<file path="src/rtl/a0_trace_fifo.sv">
// a0 change-trace FIFO: records each new value of a0 seen on an enabled cycle and drains it over valid/ready.
// Latency: a value pushed at edge N is on data_o/valid_o after edge N (first-word-fall-through from mem[rd_ptr]).
// Backpressure: ready_i low holds the head; a change arriving when full with no pop is dropped and sets sticky overflow_o.
//
// Ports:
//   clk, rst       : clock and synchronous active-high reset
//   a0_i           : a0 sample from the CPU register file
//   capture_en_i   : sample a0_i this cycle
//   data_o/valid_o : head entry (0 when empty) / FIFO non-empty
//   ready_i        : sink accepts the head entry
//   count_o        : current entry count, 0..DEPTH
//   overflow_o     : sticky trace-loss flag, cleared only by rst
//   ts_o           : head-entry timestamp, only when A0_TRACE_TS_EN is defined
//
// Optional feature macro: A0_TRACE_TS_EN adds a free-running TS_W-bit cycle
// counter whose value is stored with each entry and presented on ts_o.
module a0_trace_fifo #(
  parameter int DW    = 32,
  parameter int DEPTH = 16,
  parameter int TS_W  = 16
) (
  input  logic                     clk,
  input  logic                     rst,
  input  logic [DW-1:0]            a0_i,
  input  logic                     capture_en_i,
  output logic [DW-1:0]            data_o,
  output logic                     valid_o,
  input  logic                     ready_i,
  output logic [$clog2(DEPTH):0]   count_o,
  output logic                     overflow_o
`ifdef A0_TRACE_TS_EN
  ,
  output logic [TS_W-1:0]          ts_o
`endif
);

  localparam int AW = $clog2(DEPTH);
  localparam logic [AW:0] FULL_CNT = (AW+1)'(DEPTH);

  // Pointer wrap relies on natural AW-bit rollover, so DEPTH must be a power of two.
  if (DEPTH < 2 || (DEPTH & (DEPTH - 1)) != 0) begin : g_bad_depth
    $error("a0_trace_fifo: DEPTH must be a power of 2 and >= 2");
  end
  if (TS_W < 1) begin : g_bad_ts_w
    $error("a0_trace_fifo: TS_W must be >= 1");
  end

  logic [DW-1:0] mem [DEPTH];
  logic [AW-1:0] wr_ptr;
  logic [AW-1:0] rd_ptr;
  logic [AW:0]   count;
  logic [DW-1:0] last_a0;
  logic          last_vld;
  logic          overflow;

  logic full;
  logic push_req;
  logic push;
  logic pop;

  always_comb begin
    full     = (count == FULL_CNT);
    pop      = valid_o && ready_i;
    // last_vld=0 forces the first enabled sample after reset to push,
    // whatever last_a0 happens to hold.
    push_req = capture_en_i && (!last_vld || (a0_i != last_a0));
    // A pop in the same cycle frees the slot the push needs.
    push     = push_req && (!full || pop);
  end

  always_ff @(posedge clk) begin
    if (rst) begin
      wr_ptr   <= '0;
      rd_ptr   <= '0;
      count    <= '0;
      last_a0  <= '0;
      last_vld <= 1'b0;
      overflow <= 1'b0;
    end else begin
      // The detector tracks what was sampled, not what was stored, so a
      // dropped value is not re-offered on the next cycle.
      if (capture_en_i) begin
        last_a0  <= a0_i;
        last_vld <= 1'b1;
      end
      if (push) begin
        wr_ptr <= wr_ptr + 1'b1;
      end
      if (pop) begin
        rd_ptr <= rd_ptr + 1'b1;
      end
      case ({push, pop})
        2'b10:   count <= count + 1'b1;
        2'b01:   count <= count - 1'b1;
        default: count <= count;
      endcase
      if (push_req && full && !pop) begin
        overflow <= 1'b1;
      end
    end
  end

  // Storage carries no reset; stale contents are never visible because the
  // output is gated by valid_o.
  always_ff @(posedge clk) begin
    if (push && !rst) begin
      mem[wr_ptr] <= a0_i;
    end
  end

  assign valid_o    = (count != '0);
  assign data_o     = valid_o ? mem[rd_ptr] : '0;
  assign count_o    = count;
  assign overflow_o = overflow;

`ifdef A0_TRACE_TS_EN
  logic [TS_W-1:0] ts_cnt;
  logic [TS_W-1:0] ts_mem [DEPTH];

  always_ff @(posedge clk) begin
    if (rst) begin
      ts_cnt <= '0;
    end else begin
      ts_cnt <= ts_cnt + 1'b1;
    end
  end

  always_ff @(posedge clk) begin
    if (push && !rst) begin
      ts_mem[wr_ptr] <= ts_cnt;
    end
  end

  assign ts_o = valid_o ? ts_mem[rd_ptr] : '0;
`endif

endmodule

</file>
<file path="config.mk">
export PLATFORM = sky130hd
export DESIGN_NAME = a0_trace_fifo
export DESIGN_NICKNAME = d
export VERILOG_FILES = /design/src/rtl/a0_trace_fifo.sv
export SDC_FILE = /design/constraint.sdc
export NUM_CORES = 1
export LEC_CHECK = 0
export CORE_AREA = 2 2 197 199
export DETAILED_ROUTE_END_ITERATION = 16
export DIE_AREA = 0 0 199 201
export PLACE_DENSITY = 0.76
export SYNTH_ARGS = -nofsm -noshare
export SYNTH_HDL_FRONTEND = slang
export SYNTH_SLANG_ARGS = --single-unit
</file>
<file path="constraint.sdc">
create_clock -name clk -period 10.4 [get_ports clk]
set_input_delay 2.08 -clock clk [delete_from_list [all_inputs] [get_ports clk]]
set_output_delay 2.08 -clock clk [all_outputs]
set_load 0.02 [all_outputs]
</file>
==> results.txt, run 1 <==
Status: complete, no violations
Root buffer selected by CTS: clkbuf_16
Hpwl dp: 22,340 µm
TritonRoute pass-1 iters: 5
Core area: 38,110 µm²
FF+latch count, synth: 563
GP Congestion: 0.7781
Worst hold path startpoint: last_vld
Cts repair resizes: 0
Synth Net Count: 1,054
Max-slew headroom at the worst pin: 17.19%
Switching Share: 26.09%
Commonest cells after routing, fill and taps aside: edfxtp_1 (512), mux4_2 (160), clkdlybuf4s50_1 (72)
Register area share after synthesis: 75.14%
Std-Cell Rows: 72
Setup CP Type: flop to primary output
Max Fclk: 0.1606 GHz
Vias per cell: 6.002
Warnings, synthesis: 0
TritonCTS clock tree: yes
Synth Instances: 1,009
Post-layout net count: 1,144
Reg-to-reg startpoint: count_o[0]
Input/output buffers: 74
EDFF count, synth: 512
Layout cells sized above 1: 24.13%
Min Clock Period, post-route: 6.228 ns
Final worst path period share: 59.89%
Mean post-synth cell area: 21.63 µm²
Iteration-0 DRC count of the detailed router: 995
Max VDD drop: 0.0001766 V
CP required: 8.32 ns
Layout area overhead: 14.22%
Mapped Area: 21,820 µm²
Max cap viols: 0
Final wirelength: 41,990 µm
CP max FO: 70
Post-CTS setup buffer count: 0
Clk pwr share: 32.3%
Largest net degree at the start of global routing: 84
CTS buffer count: 53
Total GRT Usage: 21.87%
Die width: 199 µm
Initial antenna violation count: 1
CTS Buffer Depth: 3
Logic pwr share: 22.8%
Ys async rst share: 0%
Synth cell types: 33
Ant diodes: 0
Setup TNS: 0 ns
Most used DFF post-synth: edfxtp_1
Clk Latency, worst-skew pair: 0.59 ns
CP Capture Type: primary output
Type of origin of the critical path: flop
Worst-path clk slew: 0.06 ns
P_leak: 7.720 nW
GR Overflow Total: 0
Hold WC Path Type: flop to flop
DR vias: 9,976
TritonCTS sink count: 563
Crit path DAT: 4.15 ns
RSZ-0062 raised after global routing: false
Remaining DRCs: 0
Final ANT Viol Nets: 0
First-pass GRT wire length: 64,140 µm
Die height: 201 µm
Pins Over Slew Limit: 0
Number of global-route vias before repair: 10,430
Pwr Total: 5.823 mW
Net Sw Power: 1.519 mW
CTS Hold Bufs: 0
Wire length per cell: 25.27 µm
Final setup violation count: 0
# IOs: 75
Commonest non-fill, non-tap cell in the layout: edfxtp_1
Seq pwr share: 44.9%
Hold Fails Final Rpt: 0
Pwr/cell area: 233.6 nW/µm²
H-tree Lvls: 2
Worst-Margin Slew: 1.239 ns
Int Power: 4.304 mW
Max Clock Skew: 0.01658 ns
Initial Util: 57.26%
Die Area: 40,000 µm²
[cell families after synthesis]
| kind of cell | count (synthesis) | share of synthesized area (%) |
|---|---|---|
| xor+xnor | 38 | 1.525 |
| flops | 563 | 75.14 |
| mux | 198 | 18.29 |
| buf+inv | 53 | 1.021 |
| compound gates | 11 | 0.3555 |
| fa+ha+maj | 9 | 0.5505 |
| simple gates | 137 | 3.125 |
[power by group through the flow]
stage / clock network (mW) / logic, mW / registers (mW)
after global routing: 2.00 / 1.42 / 2.63
after floorplan: 0 / 0.931 / 2.59
final: 1.88 / 1.33 / 2.61
after CTS: 1.92 / 1.36 / 2.62
after detailed placement: 0 / 1.35 / 2.67
after global placement: 0 / 1.34 / 2.67
[final cells by class]
type / count / area, µm²
inverter: 4 / 15.01
clock buffer: 80 / 1530
multi-input combinational: 393 / 5330
fill: 2490 / 13180
clock inverter: 20 / 176.4
timing repair buffer: 84 / 818.3
sequential: 563 / 16410
tap: 518 / 648.1
[critical path, stage by stage (launching register included)]
cell and delay, ns:
dfxtp_4 0.91, buf_4 0.90, mux4_2 0.47, mux4_2 0.47
nor2b_1 0.14, clkdlybuf4s50_1 0.57
[final timing paths]
kind	endpoint	slack (ns)	cells past startpoint
worst max-delay path	data_o[15]	4.17	5
worst min-delay path	last_vld	0.47	2
worst max register to register	count_o[4]	6.55	11
worst min register to register	last_vld	0.47	2
[cells in the mapped netlist, types with 4 or more instances]
cell,n,area share (%)
a21oi_1,5,0.11
buf_1,8,0.14
buf_2,13,0.30
clkbuf_1,27,0.46
dfxtp_1,51,4.7
edfxtp_1,512,70
ha_1,8,0.46
inv_1,4,0.069
mux2_2,5,0.26
mux2i_1,33,1.5
mux4_2,160,17
nand2_1,12,0.21
nand4_1,9,0.26
nor2_1,64,1.1
nor2b_1,35,1.0
nor3_1,4,0.092
xnor2_1,32,1.3
xor2_1,6,0.24
[state kept, by name, indices dropped and copies added, names as in the netlist, named ones only]
signal	flops
rd_ptr	4
mem	512
count_o	5
wr_ptr	4
overflow_o	1
last_a0	32
last_vld	1
[metrics by stage]
step	std cells	utilization (%)	instance area (µm²)	hold slack (ns)	worst slack [ns]
final	1662	65.41	24920	0.4674	4.172
after global placement	1562	60.93	23220	0.4464	4.453
after CTS	1662	65.41	24920	0.4687	4.041
after global routing	1662	65.41	24920	0.4869	3.854
after detailed placement	1562	60.93	23220	0.4544	4.332
after floorplan	1009	-	21820	0.4343	5.465
[layer usage]
metal	vias to the layer above	global-route usage (%)	wire length [µm]
li1	4308	-	-
met5	-	0	13
met4	2	6.290	812
met3	57	3.091	2234
met2	310	35.29	21190
met1	5299	31.78	17740
Power figures use the tool's default switching activity.
==> inputs of run 2 (changes only) <==
==> constraint.sdc (replaced) <==
create_clock -name clk -period 6.4 [get_ports clk]
set_input_delay 1.28 -clock clk [delete_from_list [all_inputs] [get_ports clk]]
set_output_delay 1.28 -clock clk [all_outputs]
set_load 0.02 [all_outputs]
==> results.txt, run 2 (same netlist as run 1, synthesis figures left out) <==
Logic pwr share: 23.5% (was 22.8%)
Core area: 38,110 µm² (unchanged)
Commonest cells after routing, fill and taps aside: edfxtp_1 (512), mux4_2 (160), clkdlybuf4s50_1 (72) (unchanged)
Initial Util: 57.26% (unchanged)
Die Area: 40,000 µm² (unchanged)
Cell area after layout: 25,190 µm² (was 24,920 µm²)
Std-Cell Rows: 72 (unchanged)
Die height: 201 µm (unchanged)
CP max FO: 44 (was 70)
Post-CTS setup buffer count: 0 (unchanged)
GR Overflow Total: 0 (unchanged)
Wire length per cell: 25.79 µm (was 25.27 µm)
Setup CP Type: flop to primary output (unchanged)
Layout cells sized above 1: 26.32% (was 24.13%)
Final setup violation count: 0 (unchanged)
TritonCTS sink count: 563 (unchanged)
Worst-Margin Slew: 1.219 ns (was 1.239 ns)
Largest net degree at the start of global routing: 62 (was 84)
Crit path DAT: 3.83 ns (was 4.15 ns)
First-pass GRT wire length: 66,540 µm (was 64,140 µm)
Net Sw Power: 2.500 mW (was 1.519 mW)
Hold WC Path Type: flop to flop (unchanged)
Commonest non-fill, non-tap cell in the layout: edfxtp_1 (unchanged)
Setup TNS: 0 ns (unchanged)
RSZ-0062 raised after global routing: false (unchanged)
Hold Fails Final Rpt: 0 (unchanged)
Placed Area: 23,520 µm² (was 23,220 µm²)
Max cap viols: 0 (unchanged)
Type of origin of the critical path: flop (unchanged)
Max reg flops: 512 (unchanged)
TritonRoute pass-1 iters: 4 (was 5)
Number of global-route vias before repair: 10,603 (was 10,430)
Seq pwr share: 45.0% (was 44.9%)
Vias per cell: 6.001 (was 6.002)
Hpwl dp: 24,780 µm (was 22,340 µm)
CP required: 5.12 ns (was 8.32 ns)
Int Power: 6.920 mW (was 4.304 mW)
Pwr/cell area: 374.0 nW/µm² (was 233.6 nW/µm²)
CTS Buffer Depth: 3 (unchanged)
Post-layout net count: 1,171 (was 1,144)
Max Clock Skew: 0.02323 ns (was 0.01658 ns)
Input/output buffers: 74 (unchanged)
Max Fclk: 0.1958 GHz
Remaining DRCs: 0 (unchanged)
Clk pwr share: 31.5% (was 32.3%)
Layout area overhead: 15.42% (was 14.22%)
Worst hold path startpoint: last_vld (unchanged)
CP Capture Type: primary output (unchanged)
TritonCTS clock tree: yes (unchanged)
Final worst path period share: 79.80%
Filler instances: 2,380 (was 2,490)
Reg-to-reg startpoint: count_o[0] (unchanged)
DR vias: 10,130 (was 9,976)
Final ANT Viol Nets: 0 (unchanged)
Util after Layout: 66.10% (was 65.41%)
Total GRT Usage: 22.82% (was 21.87%)
Place WS: 1.096 ns (was 4.332 ns)
Ant diodes: 0 (unchanged)
Max VDD drop: 0.0002669 V (was 0.0001766 V)
Switching Share: 26.54% (was 26.09%)
Iteration-0 DRC count of the detailed router: 940 (was 995)
Initial antenna violation count: 0 (was 1)
H-tree Lvls: 2 (unchanged)
Clk Latency, worst-skew pair: 0.58 ns (was 0.59 ns)
CTS Hold Bufs: 0 (unchanged)
Register with the most flip-flops: mem (unchanged)
Status: complete, no violations (unchanged)
CTS buffer count: 53 (unchanged)
Worst-path clk slew: 0.06 ns (about the same)
GP Congestion: 0.7488 (was 0.7781)
Cts repair resizes: 0 (unchanged)
Root buffer selected by CTS: clkbuf_16 (unchanged)
Pins Over Slew Limit: 0 (unchanged)
Max-slew headroom at the worst pin: 18.73% (was 17.19%)
Min Clock Period, post-route: 5.107 ns
P_leak: 7.868 nW (was 7.720 nW)
Final wirelength: 43,540 µm (was 41,990 µm)
Worst setup margin: 1.293 ns (was 4.172 ns)
# IOs: 75 (unchanged)
Die width: 199 µm (unchanged)
==> run 2: changes by cell type in the layout (fill, tap and decap cells not counted), sizes merged <==
cell      delta
buf         +27
bufinv       -2
clkbuf       -7
clkinv       +3
clkinvlp     +1
inv          +4
==> run 2: worst max-delay path, cell delays in order, from the launching register on <==
cell and delay [ns]:
dfxtp_4 0.90, buf_12 0.40, mux4_2 0.57, mux4_2 0.51
nor2b_1 0.16, clkdlybuf4s50_1 0.61
==> run 2: per-stage QoR <==
step | cells | power [mW] | hold slack [ns]
after floorplan | 1009 | 5.730 | 0.4343
after global placement | 1589 | 6.535 | 0.4484
after detailed placement | 1589 | 6.558 | 0.4536
after CTS | 1688 | 9.525 | 0.4690
after global routing | 1688 | 9.781 | 0.4835
final | 1688 | 9.421 | 0.4733
==> run 2: power by group through the flow <==
stage	Sequential (mW)	Clock (mW)	Combinational, mW
after floorplan	4.22	0	1.51
after global placement	4.32	0	2.22
after detailed placement	4.32	0	2.24
after CTS	4.25	3.02	2.26
after global routing	4.26	3.16	2.36
final	4.24	2.97	2.21
==> run 2: worst paths after layout <==
check | end | slack [ns] | cells after the start
max reg2reg | count_o[4] | 2.52 | 11
max | data_o[8] | 1.29 | 5
min reg2reg | last_vld | 0.47 | 2
min | last_vld | 0.47 | 2
==> run 2: final cells by class <==
| type | instances | area (µm²) | share of cell area, % |
|---|---|---|---|
| well taps | 518 | 648.1 | 2.573 |
| flip-flops and latches | 563 | 16410 | 65.14 |
| multi-input cells | 393 | 5330 | 21.16 |
| clock inverters | 26 | 173.9 | 0.6905 |
| inverters | 4 | 15.01 | 0.05961 |
| repair buffers | 111 | 1121 | 4.451 |
| clock buffers | 73 | 1493 | 5.926 |
==> run 2: per-layer routing <==
| metal | vias to the layer above | track usage [%] | share of wire, % |
|---|---|---|---|
| met4 | 0 | 5.943 | 2.4 |
| met1 | 5361 | 31.85 | 41 |
| met2 | 329 | 37.97 | 51 |
| met5 | - | 0 | 0 |
| li1 | 4369 | - | - |
| met3 | 71 | 3.881 | 6.0 |
==> inputs of run 3 (changes only) <==
==> constraint.sdc (replaced) <==
create_clock -name clk -period 4.7 [get_ports clk]
set_input_delay 0.94 -clock clk [delete_from_list [all_inputs] [get_ports clk]]
set_output_delay 0.94 -clock clk [all_outputs]
set_load 0.02 [all_outputs]
==> results.txt, run 3 (same netlist as run 1, synthesis figures left out) <==
GP Congestion: 0.7580 (was 0.7488)
Initial antenna violation count: 1 (was 0)
Max VDD drop: 0.0004469 V (was 0.0002669 V)
Wire length per cell: 27.38 µm (was 25.79 µm)
Iteration-0 DRC count of the detailed router: 1,063 (was 940)
Hold Path Stages: 2 (unchanged)
Buf/Inv on CP: 2 (unchanged)
Post-CTS setup buffer count: 0 (unchanged)
Critical path's most frequent cell: mux4_2 (unchanged)
Hold WC Path Type: flop to flop (unchanged)
Die Area: 40,000 µm² (unchanged)
Final wirelength: 47,450 µm (was 43,540 µm)
CTS buffer count: 53 (unchanged)
Worst-path clk slew: 0.07 ns (was 0.06 ns)
Min Clock Period, post-route: 4.414 ns
Total GRT Usage: 24.83% (was 22.82%)
Place WS: 0.4393 ns (was 1.096 ns)
Crit path cell chain: buf_12, mux4_2, mux4_2, nor2b_1, clkdlybuf4s50_1 (unchanged)
Clk Latency, worst-skew pair: 0.60 ns (was 0.58 ns)
P_leak: 8.228 nW (was 7.868 nW)
Setup TNS: 0 ns (unchanged)
Core area: 38,110 µm² (unchanged)
# IOs: 75 (unchanged)
Input/output buffers: 74 (unchanged)
Commonest cells after routing, fill and taps aside: edfxtp_1 (512), mux4_2 (160), clkdlybuf4s50_1 (72) (unchanged)
Slowest-stage cell, CP: dfxtp_4 (unchanged)
CTS Buffer Depth: 3 (unchanged)
Setup CP Type: flop to primary output (unchanged)
TritonCTS clock tree: yes (unchanged)
Post-layout net count: 1,217 (was 1,171)
Crit path DAT: 3.47 ns (was 3.83 ns)
Die width: 199 µm (unchanged)
Slack of the worst reg-to-reg path: 1.36 ns (was 2.52 ns)
GR Overflow Total: 0 (unchanged)
Max-slew headroom at the worst pin: 54.86% (was 18.73%)
Status: complete, no violations (unchanged)
Largest net degree at the start of global routing: 55 (was 62)
Vias per cell: 6.081 (was 6.001)
Number of global-route vias before repair: 11,237 (was 10,603)
Ant diodes: 0 (unchanged)
Layout area overhead: 18.80% (was 15.42%)
Layout cells sized above 1: 29.96% (was 26.32%)
CP required: 3.76 ns (was 5.12 ns)
Worst hold path startpoint: last_vld (unchanged)
Max Clock Skew: 0.01863 ns (was 0.02323 ns)
Worst setup margin: 0.2863 ns (was 1.293 ns)
Pwr/cell area: 519.1 nW/µm² (was 374.0 nW/µm²)
Placed Area: 24,070 µm² (was 23,520 µm²)
Hold Fails Final Rpt: 0 (unchanged)
Max incr delay on CP: 0.76 ns (was 0.90 ns)
CTS Hold Bufs: 0 (unchanged)
Reg-to-reg startpoint: count_o[0] (unchanged)
Final setup violation count: 0 (unchanged)
Register with the most flip-flops: mem (unchanged)
Die height: 201 µm (unchanged)
Cts repair resizes: 0 (unchanged)
Top delay family on crit path: multiplexers (unchanged)
Remaining DRCs: 0 (unchanged)
DR vias: 10,539 (was 10,130)
R2R cell count: 12 (was 11)
Initial Util: 57.26% (unchanged)
Final ANT Viol Nets: 0 (unchanged)
Max cap viols: 0 (unchanged)
First-pass GRT wire length: 70,780 µm (was 66,540 µm)
Pins Over Slew Limit: 0 (unchanged)
Commonest non-fill, non-tap cell in the layout: edfxtp_1 (unchanged)
Hold Crit Endpoint: last_vld (unchanged)
Worst-Margin Slew: 0.6772 ns (was 1.219 ns)
H-tree Lvls: 2 (unchanged)
Cell area after layout: 25,920 µm² (was 25,190 µm²)
CP max FO: 25 (was 44)
Min Hold Slack: 0.4819 ns (was 0.4733 ns)
CP Capture Type: primary output (unchanged)
Max reg flops: 512 (unchanged)
RSZ-0062 raised after global routing: false (unchanged)
Type of origin of the critical path: flop (unchanged)
Std-Cell Rows: 72 (unchanged)
Final worst path period share: 93.91%
Hpwl dp: 27,750 µm (was 24,780 µm)
FF-to-FF End: count_o[4] (unchanged)
TritonRoute pass-1 iters: 5 (was 4)
TritonCTS sink count: 563 (unchanged)
Root buffer selected by CTS: clkbuf_16 (unchanged)
Max Fclk: 0.2266 GHz
run 3: cell count changes in the layout (fill, tap and decap cells not counted), sizes merged:
cell / change
inv: -2
clkinvlp: +4
clkinv: -1
buf: +46
clkbuf: -10
bufinv: +8
run 3: how the worst max path moves through the flow:
stage            endpoint  cells past startpoint
6_report       data_o[21]                      5
4_1_cts        data_o[21]                      5
5_1_grt        data_o[21]                      5
3_5_place_dp   count_o[4]                     13
2_1_floorplan   mem[3][0]                      7
3_3_place_gp   count_o[4]                     13
run 3: cell type report:
cell class	instances	area [µm²]
fillers	2332	12180
repair buffers	157	1667
clock buffers	63	1415
clock inverters	35	441.7
flip-flops and latches	563	16410
well taps	518	648.1
inverters	4	15.01
multi-input cells	393	5330
run 3: worst reg2reg max path, stage by stage (launching register included):
cell and delay [ns]:
dfxtp_1 0.37, or4_4 0.60, nor2_4 0.44, inv_1 0.12, nand2_1 0.23, nor2_1 0.08
buf_4 0.18, fa_1 0.41, a21o_1 0.19, a21o_1 0.18, and4_1 0.21, o21a_1 0.16
nor3_1 0.11
run 3: layer usage:
layer,vias to the layer above,global-route usage [%],part of all wire (%)
li1,4465,-,-
met1,5598,34.38,40
met2,398,41.00,51
met3,76,4.150,6.1
met4,2,7.889,2.5
met5,-,0,0.025
run 3: per-stage QoR:
step                      power (mW)  cells  utilization (%)
final                          13.46   1733            68.03
after global routing           13.93   1733            68.03
after CTS                      13.59   1733            68.03
after detailed placement       9.109   1635            63.15
after global placement         9.077   1635            63.15
after floorplan                7.802   1009                -
run 3: power breakdown:
group | switching (mW) | internal [mW]
Combinational | 1.56 | 1.69
Sequential | 0.141 | 5.56
Clock | 1.84 | 2.66
Total | 3.54 | 9.91
